`src/rtl/alu_iterative.sv`:
```
// alu_iterative: execute-stage ALU with single-cycle logic/add/sub/compare
// ops and iterative MUL (shift-add) / DIV (restoring) taking WIDTH cycles.
// Optional feature macro: ALU_DIV_EN. When defined, the iterative divider
// is built. When undefined, DIV completes in one cycle with result 0.
module alu_iterative #(
  parameter int WIDTH = 32
) (
  input  logic             clk,
  input  logic             rst_n,
  input  logic             valid_in,
  input  logic [3:0]       sel,
  input  logic [WIDTH-1:0] op_a,
  input  logic [WIDTH-1:0] op_b,
  output logic [WIDTH-1:0] result,
  output logic [WIDTH-1:0] hi,
  output logic             zero,
  output logic             valid_out,
  output logic             busy
);

  localparam int CW = $clog2(WIDTH + 1);

  localparam logic [3:0] OP_AND = 4'b0000;
  localparam logic [3:0] OP_OR  = 4'b0001;
  localparam logic [3:0] OP_ADD = 4'b0010;
  localparam logic [3:0] OP_MUL = 4'b0011;
  localparam logic [3:0] OP_DIV = 4'b0100;
  localparam logic [3:0] OP_SUB = 4'b0110;
  localparam logic [3:0] OP_SLT = 4'b0111;
  localparam logic [3:0] OP_NOP = 4'b1000;

  typedef enum logic [1:0] {S_IDLE, S_MUL, S_DIV} state_e;

  state_e          state_q, state_d;
  logic [CW-1:0]   cnt_q, cnt_d;

  // Shared iterative working registers:
  //   MUL: acc = running high product, shf = multiplier / low product, opnd = multiplicand
  //   DIV: acc = partial remainder,    shf = dividend / quotient,      opnd = divisor
  logic [WIDTH-1:0] acc_q, acc_d;
  logic [WIDTH-1:0] shf_q, shf_d;
  logic [WIDTH-1:0] opnd_q, opnd_d;

  logic [WIDTH-1:0] result_q, result_d;
  logic [WIDTH-1:0] hi_q, hi_d;
  logic             zero_q, zero_d;
  logic             valid_q, valid_d;

  logic             last_iter;
  logic             slt_bit;
  logic [WIDTH-1:0] alu_res;
  logic [WIDTH:0]   mul_sum;
  logic [WIDTH-1:0] mul_acc;
  logic [WIDTH-1:0] mul_shf;

  assign last_iter = (cnt_q == CW'(1));
  assign slt_bit   = ($signed(op_a) < $signed(op_b));

  // Single-cycle operation result; DIV lands here only when the divider is absent
  always_comb begin
    alu_res = op_a + op_b;
    case (sel)
      OP_AND:  alu_res = op_a & op_b;
      OP_OR:   alu_res = op_a | op_b;
      OP_ADD:  alu_res = op_a + op_b;
      OP_SUB:  alu_res = op_a - op_b;
      OP_SLT:  alu_res = {{(WIDTH-1){1'b0}}, slt_bit};
      OP_NOP:  alu_res = '0;
      OP_MUL:  alu_res = '0;
      OP_DIV:  alu_res = '0;
      default: alu_res = op_a + op_b;
    endcase
  end

  // One shift-add step: conditionally add multiplicand, then shift {carry,acc,shf} right
  always_comb begin
    mul_sum = {1'b0, acc_q} + (shf_q[0] ? {1'b0, opnd_q} : {(WIDTH+1){1'b0}});
    mul_acc = mul_sum[WIDTH:1];
    mul_shf = {mul_sum[0], shf_q[WIDTH-1:1]};
  end

`ifdef ALU_DIV_EN
  logic [WIDTH:0]   div_shift;
  logic             div_ge;
  logic [WIDTH-1:0] div_diff;
  logic [WIDTH-1:0] div_rem;
  logic [WIDTH-1:0] div_quo;

  // One restoring-divide step: shift next dividend bit into remainder, trial-subtract.
  // When the subtraction succeeds the difference is below the divisor, so W bits suffice.
  always_comb begin
    div_shift = {acc_q, shf_q[WIDTH-1]};
    div_ge    = (div_shift >= {1'b0, opnd_q});
    div_diff  = div_shift[WIDTH-1:0] - opnd_q;
    div_rem   = div_ge ? div_diff : div_shift[WIDTH-1:0];
    div_quo   = {shf_q[WIDTH-2:0], div_ge};
  end
`endif

  // FSM state and iteration counter register
  always_ff @(posedge clk or negedge rst_n) begin
    if (!rst_n) begin
      state_q <= S_IDLE;
      cnt_q   <= '0;
    end else begin
      state_q <= state_d;
      cnt_q   <= cnt_d;
    end
  end

  // Next-state logic: start iterative ops from IDLE, count down and return on the last step
  always_comb begin
    state_d = state_q;
    cnt_d   = cnt_q;
    case (state_q)
      S_IDLE: begin
        if (valid_in) begin
          if (sel == OP_MUL) begin
            state_d = S_MUL;
            cnt_d   = CW'(WIDTH);
          end
`ifdef ALU_DIV_EN
          else if (sel == OP_DIV) begin
            state_d = S_DIV;
            cnt_d   = CW'(WIDTH);
          end
`endif
        end
      end
      S_MUL, S_DIV: begin
        cnt_d = cnt_q - CW'(1);
        if (last_iter) state_d = S_IDLE;
      end
      default: state_d = S_IDLE;
    endcase
  end

  // Output/datapath logic: outputs change only on single-cycle accept or final iteration
  always_comb begin
    acc_d    = acc_q;
    shf_d    = shf_q;
    opnd_d   = opnd_q;
    result_d = result_q;
    hi_d     = hi_q;
    zero_d   = zero_q;
    valid_d  = 1'b0;
    case (state_q)
      S_IDLE: begin
        if (valid_in) begin
          if (sel == OP_MUL) begin
            acc_d  = '0;
            shf_d  = op_b;
            opnd_d = op_a;
          end
`ifdef ALU_DIV_EN
          else if (sel == OP_DIV) begin
            acc_d  = '0;
            shf_d  = op_a;
            opnd_d = op_b;
          end
`endif
          else begin
            result_d = alu_res;
            hi_d     = '0;
            zero_d   = (alu_res == '0);
            valid_d  = 1'b1;
          end
        end
      end
      S_MUL: begin
        acc_d = mul_acc;
        shf_d = mul_shf;
        if (last_iter) begin
          result_d = mul_shf;
          hi_d     = mul_acc;
          zero_d   = (mul_shf == '0);
          valid_d  = 1'b1;
        end
      end
`ifdef ALU_DIV_EN
      S_DIV: begin
        acc_d = div_rem;
        shf_d = div_quo;
        if (last_iter) begin
          result_d = div_quo;
          hi_d     = div_rem;
          zero_d   = (div_quo == '0);
          valid_d  = 1'b1;
        end
      end
`endif
      default: ;
    endcase
  end

  // Datapath and output registers; reset discards any in-flight operation
  always_ff @(posedge clk or negedge rst_n) begin
    if (!rst_n) begin
      acc_q    <= '0;
      shf_q    <= '0;
      opnd_q   <= '0;
      result_q <= '0;
      hi_q     <= '0;
      zero_q   <= 1'b0;
      valid_q  <= 1'b0;
    end else begin
      acc_q    <= acc_d;
      shf_q    <= shf_d;
      opnd_q   <= opnd_d;
      result_q <= result_d;
      hi_q     <= hi_d;
      zero_q   <= zero_d;
      valid_q  <= valid_d;
    end
  end

  assign result    = result_q;
  assign hi        = hi_q;
  assign zero      = zero_q;
  assign valid_out = valid_q;
  assign busy      = (state_q != S_IDLE);

endmodule

```
`config.mk`:
```
export PLATFORM = sky130hd
export DESIGN_NAME = alu_iterative
export DESIGN_NICKNAME = d
export VERILOG_FILES = /design/src/rtl/alu_iterative.sv
export SDC_FILE = /design/constraint.sdc
export NUM_CORES = 1
export LEC_CHECK = 0
export CAP_MARGIN = 15
export CELL_PAD_IN_SITES_DETAIL_PLACEMENT = 1
export CELL_PAD_IN_SITES_GLOBAL_PLACEMENT = 2
export CORE_MARGIN = 5
export CORE_UTILIZATION = 35
export DETAILED_ROUTE_END_ITERATION = 7
export PLACE_DENSITY_LB_ADDON = 0.1
export SLEW_MARGIN = 10
export SYNTH_ARGS = -nofsm -noshare
export SYNTH_HDL_FRONTEND = slang
export SYNTH_SLANG_ARGS = --single-unit
```
`constraint.sdc`:
```
create_clock -name clk -period 3.6 [get_ports clk]
set_input_delay 0.72 -clock clk [delete_from_list [all_inputs] [get_ports clk]]
set_output_delay 0.72 -clock clk [all_outputs]
set_load 0.01 [all_outputs]
```
==> results.json, run 1 <==
{
  "status": "finished, violations left",
  "failed_checks": "setup timing",
  "worst_path_max_delay_cell": "clkdlybuf4s50_1",
  "timing.rr.start": "shf_q[0]",
  "core-area_sq_um": 39900,
  "synth_warnings": 0,
  "grt_pass1_wl_um": 94700,
  "drt_iter0_markers": 1010,
  "synth.cell_area_sq_um": 14200,
  "clk_pin_slew_ns": 0.07,
  "grt_util_all_layers_pct": 26.8,
  "swShare_pct": 41.7,
  "drc": 0,
  "cts_buffers": 17,
  "ios": 138,
  "cts_sinks": 169,
  "cp_cell_sequence": "clkdlybuf4s50_1 -> inv_1 -> ha_4 -> nor4_1 -> buf_4 -> o31a_1 -> nor3_2 -> a211o_1 -> buf_4 -> a311o_1 -> a21boi_1 -> o211ai_1 -> a21o_1 -> nand4bb_1 -> o41ai_2",
  "internal_power_mw": 6.03,
  "rsz0062_at_grt": "true",
  "synthMuxAreaShare_pct": 1.29,
  "wl_um": 61000,
  "synth_area_per_cell_sq_um": 7.88,
  "place.gp.congestion": 0.946,
  "dp_hpwl_um": 48700,
  "vdd_ir_drop_max_v": 0.000342,
  "p_comb_share_pct": 52.0,
  "syn_nets": 2001,
  "synthArstFlopShare_pct": 100,
  "synth_cells": 1797,
  "overflow": 0,
  "first_pass_iters": 5,
  "clock_latency_ns": 0.45,
  "required_ns": 3.94,
  "start_util_pct": 35.5,
  "post-route-period-util_pct": 104,
  "die_h_um": 211,
  "ys.flop_type": "dfrtp_1",
  "timing.setup.tns_ns": -0.149,
  "grt_pass1_vias": 16600,
  "die_w_um": 211,
  "finalSetupViolCount": 1,
  "htreeDepth": 4,
  "dieArea_sq_um": 44600,
  "drv_slew": 0,
  "synth_seq_area_share_pct": 29.8,
  "path_class": "in -> reg",
  "cts_tree": "done",
  "p_total_mw": 10.4,
  "fin_nets": 2487,
  "fmax_mhz": 267,
  "cp-end-kind": "flop",
  "power_leakage_nw": 9.66,
  "vias": 15600,
  "max-slew-margin-rel_pct": 46.5,
  "timing.critical_path.from": "op_a[12]",
  "pre_cts_slack_ns": -1.23,
  "synth_top_family_by_area": "compound AO/OA/AOI/OAI gates",
  "multi_input_area_sq_um": 10100,
  "cap_violations": 0,
  "numPortBuffers": 137,
  "power.switching_mw": 4.32,
  "n_fill_cell": 4737,
  "cp-start-kind": "input pin",
  "cp.arrival_ns": 4.09,
  "cp_max_fo": 4,
  "detail-route-antenna-nets": 0,
  "row_count": 73,
  "hold_viol_final": 0,
  "path_buf_inv": 4,
  "ff_latch_area_sq_um": 4230,
  "wire_per_inst_um": 21.6,
  "layout_setup_ws_ns": -0.149,
  "fin_util_pct": 52.0,
  "synth_simple_gate_area_share_pct": 20.4,
  "clockRootBuffer": "clkbuf_16",
  "areaGrowthSynthToFinish_pct": 46.6,
  "clock_skew_ns": 0.0117,
  "grt_max_degree": 80,
  "hold_class": "in -> async",
  "via_per_inst": 5.54,
  "synth_cell_types": 86,
  "synth_seq_cells": 169,
  "seqPwrFrac_pct": 30.2,
  "cts_buffer_depth": 2,
  "final_layout_size_suffix_gt1_share_pct": 29.7,
  "synth_compound_area_share_pct": 28.6,
  "fin_crit_ns": 3.75,
  "p_per_area_nw_per_um2": 499,
  "synth_edf_count": 0,
  "cp_common_cell": "buf_4",
  "p_clk_share_pct": 17.8,
  "synth_fa_ha_area_share_pct": 11.9,
  "slowest_delay_ns": 0.53,
  "synth_xor_area_share_pct": 1.98,
  "crit_family": "compound AO/OA/AOI/OAI gates",
  "antenna_found_initial": 5,
  "tightest_slew_ns": 0.798
}
## registers in the layout (all words and copies together), names as in the netlist
signal,cells
shf_q,32
acc_q,32
zero,1
valid_out,1
cnt_q,6
opnd_q,32
hi,32
state_q,1
result,32
## through the flow
step | std cells | hold slack (ns) | area (sq um)
global placement | 2751 | 0.457 | 18900
floorplan | 1797 | 0.424 | 14200
finish | 2821 | 0.303 | 20800
detailed placement | 2751 | 0.464 | 18900
CTS | 2814 | 0.331 | 20400
global route | 2820 | 0.364 | 20800
## layout make-up
| cell class | count | share of cell area, % |
|---|---|---|
| inverter | 112 | 2.08 |
| timing repair buffer | 572 | 22.7 |
| antenna | 1 | 0.0120 |
| sequential | 169 | 20.4 |
| tap | 525 | 3.16 |
| multi-input combinational | 1411 | 48.8 |
| clock inverter | 13 | 0.711 |
| clock buffer | 18 | 2.07 |
## cell usage in the layout, fill, tap and decap left out, types with 13 or more instances in the layout
cell / count
nor4_1: 19
nor3_1: 32
a22o_1: 18
nor2_1: 138
and2_1: 34
o21ai_1: 13
a21o_1: 47
nand2_1: 250
inv_2: 30
a21oi_2: 14
a21oi_1: 105
ha_1: 100
o21bai_1: 23
clkbuf_16: 17
o211ai_1: 23
xnor2_1: 22
ha_4: 25
buf_4: 422
a31oi_1: 19
a211oi_1: 22
nor2b_1: 14
mux2i_1: 16
dfrtp_1: 168
inv_1: 81
clkdlybuf4s50_1: 105
dlygate4sd2_1: 16
o31ai_1: 25
o21ai_0: 137
nand3_1: 30
nand4_1: 15
## worst register-to-register path: cells and delay by family, from the launching register on
family / cells / cell delay, ns
AOI/OAI and AO/OA: 8 / 1.77
DFF: 1 / 0.41
adders and majority gates: 1 / 0.36
buffers and inverters: 2 / 0.35
and+or+nand+nor: 2 / 0.34
xor gates and xnor gates: 1 / 0.12
## cell families (layout without fill, tap and decap cells)
logic type | after synthesis | count (layout)
compound gates | 603 | 603
xor+xnor | 32 | 32
fa+ha+maj | 133 | 133
buf+inv | 217 | 715
flops | 169 | 169
mux | 18 | 18
other cells | 0 | 1
simple gates | 625 | 625
## routing by layer
| metal | up-vias | share of wire [%] | global-route usage (%) | wire length, um |
|---|---|---|---|---|
| met5 | - | 0 | 0 | 0 |
| met4 | 0 | 2.7 | 8.25 | 1620 |
| met3 | 91 | 3.6 | 2.30 | 2170 |
| met2 | 369 | 47 | 44.5 | 28700 |
| met1 | 7743 | 47 | 37.1 | 28500 |
| li1 | 7434 | - | - | - |
## what timing repair did
action                     in CTS  in global routing
setup buffers                  32                  7
pin swaps                      53                 47
resized for setup             176                 80
hold buffers                    0                  0
setup endpoints to repair      23                 29
## Yosys cell counts (33+ instances only)
library cell  number  area (sq um)
a21o_1            47           353
a21oi_1          122           611
and2_1            35           219
clkbuf_1          81           304
dfrtp_1          169          4230
ha_1             130          1630
inv_1            110           413
nand2_1          253           950
nand3_1           33           165
nor2_1           145           544
nor3_1            41           205
o21ai_0          150           751
## final timing paths
| check | end | slack (ns) | depth (start not counted) |
|---|---|---|---|
| max in group asynchronous | opnd_q[29] | 2.38 | 2 |
| min in group clk | opnd_q[3] | 0.47 | 2 |
| hold reg to reg | opnd_q[3] | 0.47 | 2 |
| setup reg to reg | acc_q[28] | 0.14 | 14 |
| setup / recovery | zero | -0.15 | 15 |
| hold / removal | hi[6] | 0.30 | 1 |
## power by group through the flow
| stage | clock network [mW] | logic [mW] | registers (mW) |
|---|---|---|---|
| 6_report | 1.84 | 5.38 | 3.13 |
| 4_1_cts | 1.89 | 5.28 | 3.13 |
| 3_3_place_gp | 0 | 4.92 | 3.13 |
| 2_1_floorplan | 0 | 2.71 | 3.05 |
| 3_5_place_dp | 0 | 5.06 | 3.15 |
| 5_1_grt | 1.96 | 5.88 | 3.20 |
Power figures use the tool's default switching activity.
==> run 2, diff against run 1 <==
--- a/config.mk
+++ b/config.mk
@@ -6,5 +6,4 @@
 export NUM_CORES = 1
 export LEC_CHECK = 0
-export CAP_MARGIN = 15
 export CELL_PAD_IN_SITES_DETAIL_PLACEMENT = 1
 export CELL_PAD_IN_SITES_GLOBAL_PLACEMENT = 2
==> constraint.sdc (replaced) <==
create_clock -name clk -period 3.6 [get_ports clk]
set_input_delay 0.36 -clock clk [delete_from_list [all_inputs] [get_ports clk]]
set_output_delay 0.36 -clock clk [all_outputs]
set_load 0.01 [all_outputs]
==> run 2 against run 1 <==
  * The run still ends with setup timing left
  * Flip-flop and latch count unchanged
  * Total power down 0.85%
  * Register-to-register slack hardly changed
  * Non-clock buffer count is 77 lower
  * Combinational power is 5.0% lower
  * Setup slack better by 0.14 ns
  * Via count is 3.4% lower
  * Critical endpoint unchanged
  * Highest routed layer is now met5
==> results.json, run 2 (synthesis results as in run 1) <==
{
  "status": "finished, violations left",
  "failed_checks": "setup timing",
  "hold_class": "reg -> reg",
  "path_class": "in -> reg",
  "fin_crit_ns": 3.61,
  "fmax_mhz": 277,
  "areaGrowthSynthToFinish_pct": 37.3,
  "required_ns": 3.94,
  "final_layout_size_suffix_gt1_share_pct": 21.8,
  "drv_slew": 0,
  "ios": 138,
  "cts_tree": "done",
  "core-area_sq_um": 39900,
  "grt_pass1_vias": 15900,
  "n_fill_cell": 4802,
  "vdd_ir_drop_max_v": 0.000376,
  "die_w_um": 211,
  "cap_violations": 0,
  "drt_iter0_markers": 1005,
  "fin_nets": 2410,
  "dpl_cell_area_sq_um": 18500,
  "dieArea_sq_um": 44600,
  "tightest_slew_ns": 0.858,
  "clock_skew_ns": 0.0125,
  "cp-end-kind": "flop",
  "clk_pin_slew_ns": 0.08,
  "fin_worst_hold_slack_ns": 0.475,
  "max-slew-margin-rel_pct": 42.8,
  "numPortBuffers": 137,
  "design_area_sq_um": 19500,
  "hold_viol_final": 0,
  "detail-route-antenna-nets": 0,
  "wl_um": 60500,
  "grt_max_degree": 82,
  "cts_buffer_depth": 2,
  "vias": 15100,
  "final_cell_mix": "buf_4 (351), nand2_1 (252), dfrtp_1 (168), o21ai_0 (146), nor2_1 (142)",
  "timing.rr.start": "shf_q[0]",
  "place.gp.congestion": 0.926,
  "cp_max_fo": 3,
  "final_common_cell": "buf_4",
  "drc": 0,
  "overflow": 0,
  "grt_pass1_wl_um": 92800,
  "timing.setup.tns_ns": -0.00802,
  "finalSetupViolCount": 1,
  "dp_hpwl_um": 48500,
  "cts_sinks": 169,
  "clockRootBuffer": "clkbuf_16",
  "wire_per_inst_um": 22.0,
  "start_util_pct": 35.5,
  "timing.critical_path.from": "op_a[17]",
  "power_leakage_nw": 9.16,
  "rsz0062_at_grt": "true",
  "htreeDepth": 4,
  "via_per_inst": 5.50,
  "row_count": 73,
  "cp-start-kind": "input pin",
  "post-route-period-util_pct": 100,
  "p_total_mw": 10.3,
  "clock_latency_ns": 0.44,
  "die_h_um": 211,
  "min_from": "opnd_q[17]",
  "p_per_area_nw_per_um2": 528,
  "grt_util_all_layers_pct": 26.5,
  "cp.arrival_ns": 3.95,
  "layout_setup_ws_ns": -0.00802,
  "first_pass_iters": 8,
  "cts_buffers": 17,
  "antenna_found_initial": 6
}
-- run 2: area by class of cell --
cell class	instances	area, sq um	area share [%]
multi-input cells	1411	9390	48.3
well taps	525	657	3.38
flip-flops and latches	169	4230	21.7
diodes	2	5.00	0.0257
clock inverters	15	206	1.06
inverters	112	420	2.16
clock buffers	17	425	2.19
repair buffers	495	4120	21.2
-- run 2: path summary, 6_finish.rpt --
| path | to | slack [ns] | depth (start not counted) |
|---|---|---|---|
| min | opnd_q[17] | 0.48 | 2 |
| max in group asynchronous | result[28] | 2.28 | 3 |
| min in group asynchronous | hi[9] | 0.49 | 2 |
| max | zero | -0.008 | 14 |
| min reg2reg | opnd_q[17] | 0.48 | 2 |
| max reg2reg | acc_q[28] | 0.15 | 14 |
-- run 2: repair_timing --
action	4_1_cts	5_1_grt
pin swaps	22	3
gates cloned	0	0
setup buffers	2	2
hold endpoints to repair	65	0
hold buffers	1	0
setup endpoints to repair	10	25
resized for setup	36	25
-- run 2: power breakdown --
part	total, mW	switching [mW]	internal (mW)
Clock	2.02	0.895	1.13
Sequential	3.14	0.576	2.56
Combinational	5.11	2.82	2.28
Total	10.3	4.29	5.98
-- run 2: worst max-delay path, cell delays in order --
cell	delay, ns
clkdlybuf4s50_1	0.58
inv_1	0.13
ha_1	0.35
nor2_2	0.14
nand2_1	0.11
or4_1	0.47
a211o_1	0.33
buf_4	0.17
a311o_1	0.30
a21boi_1	0.17
o211ai_1	0.10
a21o_1	0.22
nand4bb_1	0.21
o41ai_2	0.30
-- run 2: routing by layer --
| metal | vias to the layer above | global-route usage, % | wire (um) |
|---|---|---|---|
| li1 | 7274 | - | - |
| met1 | 7455 | 38.0 | 29200 |
| met2 | 301 | 42.9 | 27700 |
| met3 | 65 | 3.42 | 2420 |
| met4 | 4 | 5.61 | 1120 |
| met5 | - | 0 | 23 |
-- run 2: through the flow --
step | utilization [%] | instances | setup WS (ns)
2_1_floorplan | - | 1797 | 0.126
3_3_place_gp | 46.4 | 2707 | -0.897
3_5_place_dp | 46.4 | 2707 | -0.919
4_1_cts | 48.4 | 2742 | 0.0109
5_1_grt | 48.7 | 2744 | -0.135
6_report | 48.7 | 2746 | -0.00802
==> RTL edit (config.mk and constraints of run 2) <==
Encoding of `state_e`: now one-hot (3 bits for 3 states).
--- a/src/rtl/alu_iterative.sv
+++ b/src/rtl/alu_iterative.sv
@@ -30,5 +30,5 @@
   localparam logic [3:0] OP_NOP = 4'b1000;
 
-  typedef enum logic [1:0] {S_IDLE, S_MUL, S_DIV} state_e;
+  typedef enum logic [2:0] {S_IDLE = 3'b001, S_MUL = 3'b010, S_DIV = 3'b100} state_e;
 
   state_e          state_q, state_d;
Function: no difference found for any inputs over 4 cycles, from zero or initial values and one cycle with rst_n low; so few cycles prove little.
==> RTL edit against run 2 <==
  * The flow still finishes with violations (negative setup slack)
  * Power shrank 0.51%
  * Cell area grew 3.8%
  * Synthesized cell count shrank 2.1%
  * Setup slack worse by 96 ps
  * Clock power decreased by 3%
  * Area after synthesis down 2.7%
  * Non-clock buffer count rose by 70
  * Sequential cell count is 1 higher
  * Routed wire length fell by 3.8%
  * Sequential share of layout area is 0.67 points lower
  * Critical endpoint is now result[25]
  * Largest power group unchanged
==> RTL edit: results (changes against run 2) <==
Clock tree
  – TritonCTS Buffers: 17 (unchanged)
  – Setup Fix Bufs, Post-CTS: 21 (+19)
  – Post_cts resized: 193 (+440%)

Global routing
  – M1 GR Usage: 38.1% (+0.093 points)
  – Global Route met2 Usage: 41.4% (-1.5 points)
  – Largest net degree at the start of global routing: 73 (-11%)
  – Gr usage total: 25.9% (-0.63 points)
  – First-pass GRT wire length: 89,100 um (-3.9%)
  – Met3 Usage GRT: 3.01% (-0.40 points)

Layout
  – Share of post-route cells with drive strength above 1: 28.9% (+7.1 points)
  – Diode count: 0 (-2)

Critical path
  – R2R setup slack: 120 ps (-30 ps)
  – CP Data Arrival Time: 4040 ps (+90 ps)
  – Crit-path slowest cell: or4_4
  – Delay of the slowest cell on the worst path: 520 ps (-60 ps)

Placement
  – Final Wtd Congestion: 0.920 (-0.72%)
  – Setup WS pre-CTS: -1310 ps (-394 ps)
  – Final HPWL DP: 46,000 um (-5.1%)
  – Area after DPL: 0.0185 mm2 (about the same)
  – Placed Cells: 2,711 (+0.15%)

Detailed routing
  – Met3 WL: 2600 um (+7.3%)
  – Initial DRC Count: 1,126 (+12%)
  – DRT Pass-1 Iters: 6 (-2)
  – WL final: 58,200 um (-3.8%)
  – Vias per std cell: 5.34 (-2.8%)
  – Routed metal-1 wire length: 28,300 um (-2.9%)
  – Met2 WL: 26,500 um (-4.5%)

Synthesis
  – Netlist cell types: 77 (-10%)
  – Most instantiated cells after synthesis: nand2_1 (249), o21ai_0 (187), dfrtp_1 (169)
  – Synthesized Nets: 1,966 (-1.7%)
  – Cell count after synthesis: 1,760 (-2.1%)
  – Synth top area cells: dfrtp_1 (31%), ha_1 (12%), o21ai_0 (6.8%)
  – Seq/Total Area, Yosys: 30.9% (+1.0 points)

Worst hold path
  – Worst min path class: input pin to flop

Timing
  – Setup TNS: -207 ps (-199 ps)
  – WHS: 292 ps (-183 ps)
  – Worst rel slew slack: 32.8% (-10 points)
  – Clock skew: 15.7 ps (+3.23 ps)
  – Setup violations, final: 2 (+1)
  – Final worst setup slack: -104 ps (-95.7 ps)

Outcome
  – Status: finished, violations left
  – Failing checks: negative setup slack

Power
  – Worst vdd ir: 311 uV (-17%)
[RTL edit: cell types whose count changed in the layout (fill, tap and decap cells not counted), sizes merged, moves of 11 or more]
cell           change
a211oi            -15
a21o              -22
a21oi             +26
a22o              -17
a31oi             -12
buf               +80
clkdlybuf4s50     -23
mux2i             +36
nand3             -13
nor2              +14
o21ai             +31
o21bai            -11
o31ai             -15
[RTL edit: logic make-up (layout without fill, tap and decap cells)]
| group | after synthesis | in the layout | share of synthesized area [%] |
|---|---|---|---|
| fa+ha+maj | 135 | 135 | 12.4 |
| compound gates | 542 | 542 | 24.5 |
| buf+inv | 213 | 714 | 5.86 |
| flops | 170 | 170 | 30.9 |
| mux | 55 | 55 | 4.05 |
| xor+xnor | 32 | 32 | 2.03 |
| simple gates | 613 | 613 | 20.3 |
[RTL edit: power breakdown]
part,total [W],switching [W],internal (W)
combinational,0.00508,0.00266,0.00241
sequential,0.00317,0.000582,0.00259
clock,0.00196,0.000957,0.00101
total,0.0102,0.00420,0.00601
[RTL edit: final timing paths]
kind / start / end / cells past startpoint
worst max-delay path: op_a[4] / result[25] / 18
worst min-delay path: op_a[3] / opnd_q[3] / 4
worst max register to register: shf_q[0] / acc_q[29] / 19
worst min register to register: result[3] / result[3] / 2
max in group asynchronous: rst_n / opnd_q[29] / 3
min in group asynchronous: rst_n / hi[6] / 2
[RTL edit: worst max-delay path: cells and delay by family]
family,cells,cell delay [ps]
simple gates,1,520
buf+inv,7,910
fa+ha+maj,1,160
mux,1,180
compound gates,8,1900
[RTL edit: area by class of cell]
type                            count  area [um2]
Tap cell                          518         648
Clock inverter                     15         196
Fill cell                        4669       18600
Sequential cell                   170        4260
Multi-Input combinational cell   1377        9600
Clock buffer                       17         425
Timing Repair Buffer              565        4620
Inverter                          117         444
